## config.mk

```make
export PLATFORM = sky130hd
export DESIGN_NAME = vec_mac_engine
export DESIGN_NICKNAME = d
export VERILOG_FILES = /design/src/rtl/vec_mac_engine.sv
export SDC_FILE = /design/constraint.sdc
export NUM_CORES = 2
export LEC_CHECK = 0
export BUFFER_PORTS_ARGS = -buffer_cell sky130_fd_sc_hd__buf_2
export CAP_MARGIN = 10
export CORE_MARGIN = 2
export CORE_UTILIZATION = 60
export DETAILED_ROUTE_END_ITERATION = 10
export PLACE_DENSITY = 0.77
export SYNTH_ARGS = -nofsm -noshare
export SYNTH_HDL_FRONTEND = slang
export SYNTH_SLANG_ARGS = --single-unit
```

## constraint.sdc

```tcl
create_clock -name clk -period 10.09 [get_ports clk]
set_input_delay 1.009 -clock clk [delete_from_list [all_inputs] [get_ports clk]]
set_output_delay 1.009 -clock clk [all_outputs]
set_load 0.02 [all_outputs]
```

## src/rtl/vec_mac_engine.sv

```systemverilog
// Multi-lane signed dot-product MAC with grouped accumulation framed by in_last,
// valid/ready handshakes and round/shift/saturate output scaling.
module vec_mac_engine #(
    parameter int unsigned DATA_WIDTH = 16,
    parameter int unsigned LANES      = 4,
    parameter int unsigned ACC_WIDTH  = 40,
    parameter int unsigned OUT_WIDTH  = 16,
    parameter int unsigned CNT_WIDTH  = 8
) (
    input  logic                          clk,
    input  logic                          rst,
    input  logic                          in_valid,
    output logic                          in_ready,
    input  logic [LANES*DATA_WIDTH-1:0]   in_a,
    input  logic [LANES*DATA_WIDTH-1:0]   in_b,
    input  logic                          in_last,
    input  logic [5:0]                    in_shift,
    output logic                          out_valid,
    input  logic                          out_ready,
    output logic [OUT_WIDTH-1:0]          out_data,
    output logic [ACC_WIDTH-1:0]          out_acc,
    output logic                          out_sat,
    output logic [CNT_WIDTH-1:0]          out_beats
);
    localparam int unsigned PROD_W  = 2 * DATA_WIDTH;
    localparam int unsigned EXT_W   = ACC_WIDTH + 1;
    localparam int unsigned SHIFT_W = 6;
    localparam logic signed [EXT_W-1:0] OUT_MAX =
        {{(EXT_W-OUT_WIDTH+1){1'b0}}, {(OUT_WIDTH-1){1'b1}}};
    localparam logic signed [EXT_W-1:0] OUT_MIN = ~OUT_MAX;

    typedef enum logic [1:0] {ACCUM, DRAIN, HOLD} state_t;

    state_t                  state, state_next;
    logic [1:0]              drain_cnt, drain_next;
    logic                    accept_c, handshake_c;

    logic                    group_first;
    logic [SHIFT_W-1:0]      shift_q;
    logic [CNT_WIDTH-1:0]    beat_cnt;

    logic signed [PROD_W-1:0]    s1_prod [LANES];
    logic                        s1_valid, s1_last, s1_first;
    logic signed [ACC_WIDTH-1:0] sum_c, s2_sum;
    logic                        s2_valid, s2_last, s2_first;
    logic signed [ACC_WIDTH-1:0] acc;
    logic                        s3_valid, s3_last;

    logic [SHIFT_W-1:0]          s_c;
    logic signed [EXT_W-1:0]     acc_ext_c, rnd_c, r_c;
    logic                        sat_c;
    logic [OUT_WIDTH-1:0]        data_c;

    assign accept_c    = in_valid && in_ready;
    assign handshake_c = out_valid && out_ready;

    // Control state register plus registered handshake flags
    always_ff @(posedge clk) begin
        if (rst) begin
            state     <= ACCUM;
            drain_cnt <= '0;
            in_ready  <= 1'b0;
            out_valid <= 1'b0;
        end else begin
            state     <= state_next;
            drain_cnt <= drain_next;
            in_ready  <= (state_next == ACCUM);
            out_valid <= (state_next == HOLD);
        end
    end

    always_comb begin
        state_next = state;
        drain_next = drain_cnt;
        case (state)
            ACCUM: if (accept_c && in_last) begin
                state_next = DRAIN;
                drain_next = '0;
            end
            DRAIN: if (drain_cnt == 2'd3) state_next = HOLD;
                   else drain_next = drain_cnt + 2'd1;
            HOLD:  if (handshake_c) state_next = ACCUM;
            default: state_next = ACCUM;
        endcase
    end

    // Per-group bookkeeping: first-beat flag, shift amount, saturating beat count
    always_ff @(posedge clk) begin
        if (rst) begin
            group_first <= 1'b1;
            shift_q     <= '0;
            beat_cnt    <= '0;
        end else begin
            if (accept_c) begin
                group_first <= 1'b0;
                if (group_first) begin
                    shift_q  <= in_shift;
                    beat_cnt <= CNT_WIDTH'(1);
                end else if (!(&beat_cnt)) begin
                    beat_cnt <= beat_cnt + CNT_WIDTH'(1);
                end
            end
            if (handshake_c) group_first <= 1'b1;
        end
    end

    // Pipeline valid/framing flags
    always_ff @(posedge clk) begin
        if (rst) begin
            s1_valid <= 1'b0; s1_last <= 1'b0; s1_first <= 1'b0;
            s2_valid <= 1'b0; s2_last <= 1'b0; s2_first <= 1'b0;
            s3_valid <= 1'b0; s3_last <= 1'b0;
        end else begin
            s1_valid <= accept_c;
            s1_last  <= in_last;
            s1_first <= group_first;
            s2_valid <= s1_valid;
            s2_last  <= s1_last;
            s2_first <= s1_first;
            s3_valid <= s2_valid;
            s3_last  <= s2_last;
        end
    end

    // S1 lane products
    always_ff @(posedge clk) begin
        if (accept_c) begin
            for (int i = 0; i < LANES; i++) begin
                s1_prod[i] <= PROD_W'($signed(in_a[i*DATA_WIDTH +: DATA_WIDTH]))
                            * PROD_W'($signed(in_b[i*DATA_WIDTH +: DATA_WIDTH]));
            end
        end
    end

    always_comb begin
        sum_c = '0;
        for (int i = 0; i < LANES; i++) begin
            sum_c = sum_c + ACC_WIDTH'(s1_prod[i]);
        end
    end

    // S2 lane sum and S3 wrapping accumulator
    always_ff @(posedge clk) begin
        if (rst) begin
            s2_sum <= '0;
            acc    <= '0;
        end else begin
            s2_sum <= sum_c;
            if (s2_valid) acc <= s2_first ? s2_sum : acc + s2_sum;
        end
    end

    // Rounding shift at one extra bit so the rounding add never wraps
    always_comb begin
        s_c       = (32'(shift_q) > ACC_WIDTH - 1) ? SHIFT_W'(ACC_WIDTH - 1) : shift_q;
        acc_ext_c = EXT_W'(acc);
        rnd_c     = (s_c == '0) ? '0 : (EXT_W'(1) << (s_c - 6'd1));
        r_c       = (acc_ext_c + rnd_c) >>> s_c;
        sat_c     = 1'b0;
        data_c    = r_c[OUT_WIDTH-1:0];
        if (r_c > OUT_MAX) begin
            sat_c  = 1'b1;
            data_c = OUT_MAX[OUT_WIDTH-1:0];
        end else if (r_c < OUT_MIN) begin
            sat_c  = 1'b1;
            data_c = OUT_MIN[OUT_WIDTH-1:0];
        end
    end

    // S4 output register, loaded only by the group's last beat
    always_ff @(posedge clk) begin
        if (rst) begin
            out_data  <= '0;
            out_acc   <= '0;
            out_sat   <= 1'b0;
            out_beats <= '0;
        end else if (s3_valid && s3_last) begin
            out_data  <= data_c;
            out_acc   <= acc;
            out_sat   <= sat_c;
            out_beats <= beat_cnt;
        end
    end
endmodule

```

After elaboration in Yosys (flattened, before gate mapping)
Memory sizes are Yosys's and may differ from the RTL's.
Index checks and enable logic that the tools add are counted.
- memory bits (writable): 128
- logic and storage cells: 77
- memories kept: 1
- register bits: 174
- output and inout bits: 67
- memory list (memory ; depth ; width ; read ports ; clocked after memory_dff ; write ports ; RTL line ; source):
    s1_prod ; 4 ; 32 ; 4 ; 0 ; 4 ; 42 ; logic signed [PROD_W-1:0] s1_prod [LANES];
- equal/unequal tests: 7
- multiplexer cells: 18
- $mul: 4
- $lt $le $gt $ge: 3
- shift operators: 2
- reduce and logical (&&, ||, !) cells: 13
- $add $sub $neg: 8
- operators by type and width (cell ; number):
    $mul A16 B16 Y32 ; 4
    $add A40 B41 Y41 ; 1
    $gt A41 B16 Y1 const B ; 1
    $lt A41 B16 Y1 const B ; 1
    $mux W41 ; 1
    $shl A1 B6 Y41 const A ; 1
    $sshr A41 B6 Y41 ; 1
    $add A40 B40 Y40 ; 1
    $mux W40 ; 1
    $add A34 B32 Y35 ; 1
    $add A33 B32 Y34 ; 1
    $add A32 B32 Y33 ; 1
    $mux W16 ; 2
    $mux W8 ; 2
    $mux W2 ; 5
    $add A8 B1 Y8 const B ; 1
    $reduce_and A8 Y1 ; 1
    $eq A2 B2 Y1 const B ; 3
    $gt A6 B6 Y1 const B ; 1
    $logic_not A6 Y1 ; 1
    $mux W6 ; 1
    $ne A2 B2 Y1 const B ; 3
    $pmux W2 S3 ; 1
    $sub A6 B1 Y6 const B ; 1
    other kinds (10) ; 18

Depth between registers and ports, before layout
- depth in word-level cells: 10
- mapped depth: 28
- mapped depth without buffers: 27

Worst setup path after synthesis
Ideal clock, no wire load.
- path kind: input -> register
- from: input port in_a[10]
- to: memory s1_prod[0][31] in the netlist's numbering (data pin)
- setup time: 0.262 ns
- stages on the path: 26
- arrival: 7.327 ns
- setup slack: 2.501 ns
- path through: clkbuf_1 > nand2_1 > fa_1 > inv_1 > fa_1 > inv_1 > fa_1 > fa_1 > inv_1 > fa_1 > inv_1 > fa_1 > inv_1 > ha_1 > and2_1 > o21ai_0 > o21ai_0 > o41ai_1 > o21ai_0 > o41a_1 > a211o_1 > a31oi_1 > o21ai_0 > a21o_1 > a21oi_1 > xor2_1
- RTL lines (element ; RTL line ; source):
    start: declaration ; 14 ; input logic [LANES*DATA_WIDTH-1:0] in_a,
    end: declaration ; 42 ;

==> results.md <==
- The clock tree buffer depth is 3.
- The congestion estimate from routability-driven global placement came to 1.03.
- Headroom to the max-slew limit came out at 31.2%.
- The first detailed-routing pass took 8 iterations.
- In this run the core area contains 114 standard-cell rows.
- After detailed placement, the design holds a cell count of 7,810.
- The count of buffers added on input and output ports is 205.
- Entering global routing, the biggest net connects 107 pins.
- The core area is 97,000 um^2.
- The clock skew after layout is 25.7 ps.
- Summed over its instances, the top area cell type makes up 37.8% of the synthesized netlist area.
- The area of all placed cells without fillers is 62,000 um^2.
- The tree is rooted in a clkbuf_16.
- The register-to-register path setup slack is 2290 ps.
- Buffers inserted to repair hold after CTS numbered 0.
- For the pin with the worst max-slew slack, the measured transition is 1030 ps.
- After detailed routing, the average wire length per cell comes to 19.8 um.
- Setup slack on the critical path of the routed design comes to 2080 ps.
- The class of the worst hold path is reg2reg.
- The number of sinks on the clock net is 297.
- The required time of the critical path is 10,390 ps.
- After synthesis the cells add up to 59,000 um^2.
- The final count of pins violating max slew is 0.
- The wire length of the first global-routing pass is 257,000 um.
- The top fanout value on the critical path is 16.
- The synthesis-stage register bit count is 297.
- The H-tree generated during clock tree synthesis spans 2 levels.
- The pre-CTS worst setup slack is 1670 ps.
- The kind of critical path is in2reg.
- Buffers inserted during clock tree synthesis total 35.
- The number of warnings reported in the yosys synthesis log is 0.
- Setup repair after global routing left no endpoint under its margin.
- The count of maximum capacitance violations is 0.
- The clock network latency to the later pin of the worst-skew pair is 570 ps.
- The number of top-level pins is 206.
- The full die area is 101,000 um^2.
- For this configuration, the core starts out at a cell density of 60.8%.
- Summed over all failing endpoints, the final setup total negative slack is 0 ps.
- The post-route netlist has 5.47% of its cells at a drive strength greater than 1.
- In this run, post-CTS repair resized a total of 0 instances.
- The routed design has 156,000 um of wire.
- The largest total area in the synthesized netlist belongs to fa_1.
- Once the clock tree was built, the setup fixing pass inserted 0 buffers.
- At the end of the flow, the number of nets in the layout was 8,268.
- The floorplan step set the die width to 318 um.
- The commonest cells after synthesis are 1,186 x inv_1, 1,115 x fa_1, 880 x nand2_1.
- The CTS tree is built.
- Summed over all layers, the global routing overflow is 0.
- The number of instances in the synthesized netlist is 6,558.
- The via count of the first global-routing pass is 48,400.
- STA classifies the critical path startpoint as an input pin.
- After synthesis, the mean cell area works out to 8.99 um^2.
- In this run, synthesis inferred 128 flip-flops with an integrated enable.
- Across every metal layer, demand over resource in global routing totals 31.8%.
- Ranked by total cell area, the synthesized netlist is headed by fa_1 38%, ha_1 9.4%, inv_1 7.5%.
- The HPWL after detailed placement is 126,000 um.
- The number of vias per cell is 5.86.
- After layout, the worst path uses 79.4% of the clock period.
- The number of antenna violations at the first check in global routing is 4.
- Setup violations remaining at the end of the flow were counted as 0.
- The final count of hold timing violations was 0.
- The routed layout has 46,200 vias.
- The clock transition at the registers of the reported paths is 60 ps.
- Counting distinct cell types in the post-synthesis netlist gives 100.
- Leaving out filler cells and counting taps, the final layout contains 7,875.
- Sequential elements use 12.3% of the synthesized area.
- The floorplan step set the die height to 318 um.
- The share of flip-flops with an asynchronous set or reset is 0%.
- The predominant post-synthesis flop cell is dfxtp_1.
- The most common cell in the synthesized netlist is inv_1.
- The endpoint kind of the worst setup timing path is a register.
- The number of nets handed over by synthesis was 8,255.
- The flow ran to the end, and the final reports show no timing, DRC or antenna violations.
- In this run the cell area measured after placement is 60,800 um^2.
- The endpoint arrival time on the critical path is 8310 ps.
- The timing-limited maximum frequency is 0.125 GHz.
- From synthesis to final layout, the design area changed by 5.12%.
- After the first detailed-routing iteration, the DRC count stood at 3,925.
- The number of design rule violations left after detail routing is 0.
- The worst path needs 8010 ps of the cycle, external delays included.
- The number of routed nets with antenna violations is 0.
==> registers in the layout (all words and copies together) (netlist names), 2 cells and up <==
name,cells
beat_cnt,8
out_acc,40
s2_sum,35
s1_prod,128
out_data,16
state,2
out_beats,8
drain_cnt,2
shift_q,6
acc,40
==> metal layers <==
| layer | GRT usage (%) | part of all wire, % |
|---|---|---|
| met1 | 42.0 | 40 |
| met5 | 0 | 0.013 |
| met4 | 12.7 | 4.4 |
| met3 | 4.49 | 7.1 |
| met2 | 53.1 | 48 |
==> cells in the final DEF (no fill, tap or decap), types with 15 or more instances in the layout <==
| master | n |
|---|---|
| buf_2 | 204 |
| nand4_1 | 28 |
| edfxtp_1 | 128 |
| a31oi_1 | 24 |
| fa_1 | 1115 |
| o211ai_1 | 31 |
| xnor2_1 | 160 |
| nand2b_1 | 90 |
| o32ai_1 | 15 |
| ha_1 | 443 |
| nor2_1 | 335 |
| nand2_1 | 879 |
| a21o_1 | 52 |
| mux2i_1 | 42 |
| nor3_1 | 110 |
| and2_1 | 439 |
| a311oi_1 | 19 |
| a21oi_1 | 236 |
| o21ai_0 | 152 |
| nand3_1 | 91 |
| and3_1 | 37 |
| o21bai_1 | 30 |
| xor2_1 | 58 |
| dfxtp_1 | 167 |
| o21a_1 | 24 |
| o31ai_1 | 17 |
| or2_2 | 18 |
| nor2b_1 | 40 |
| inv_1 | 1185 |
| clkbuf_16 | 36 |
| or3_1 | 31 |
| buf_4 | 19 |
| a211oi_1 | 41 |
| o22ai_1 | 18 |
==> path summary, 6_finish.rpt <==
path,start,to,cells after the start
worst max-delay path,in_a[10],s1_prod[0][31],26
worst min-delay path,s1_valid,s2_valid,1
worst max register to register,shift_q[5],out_data[7],18
worst min register to register,s1_valid,s2_valid,1
==> worst max-delay path, cell delays in order <==
cell and delay, ps:
buf_2 270, nand2_1 130, fa_1 550, inv_1 60
fa_1 550, inv_1 60, fa_1 480, fa_1 540
inv_1 50, fa_1 470, inv_1 50, fa_1 470
inv_1 40, ha_1 330, and2_1 170, o21ai_0 130
o21ai_0 140, o41ai_1 780, o21ai_0 380, o41a_1 450
a211o_1 290, a31oi_1 260, o21ai_0 200, a21o_1 210
a21oi_1 160, xor2_1 90
==> through the flow <==
| stage | utilization, % | hold slack [ps] |
|---|---|---|
| 2_1_floorplan | - | 414 |
| 3_3_place_gp | 62.7 | 419 |
| 3_5_place_dp | 62.7 | 430 |
| 4_1_cts | 63.9 | 443 |
| 5_1_grt | 63.9 | 451 |
| 6_report | 63.9 | 440 |
==> area by class of cell <==
| type | count | area [um^2] |
|---|---|---|
| multi-input combinational | 4826 | 46300 |
| fill | 8091 | 35000 |
| sequential | 297 | 7230 |
| inverter | 1187 | 4460 |
| tap | 1276 | 1600 |
| timing repair buffer | 224 | 1170 |
| clock buffer | 48 | 976 |
| clock inverter | 15 | 208 |
| antenna | 2 | 5.00 |
==> logic make-up after synthesis <==
kind of cell               Yosys count  share of synthesized area (%)
and+or+nand+nor                   2158                           17.4
other                                1                        0.00636
DFF                                297                           12.3
adders and majority gates         1558                           47.2
AOI/OAI and AO/OA                  835                           9.55
xor gates and xnor gates           218                           3.24
muxes                               56                           1.08
buffers and inverters             1435                           9.20
Power is not shown: default switching activity piles up to over one toggle a cycle in this logic, so the estimate is an artifact.
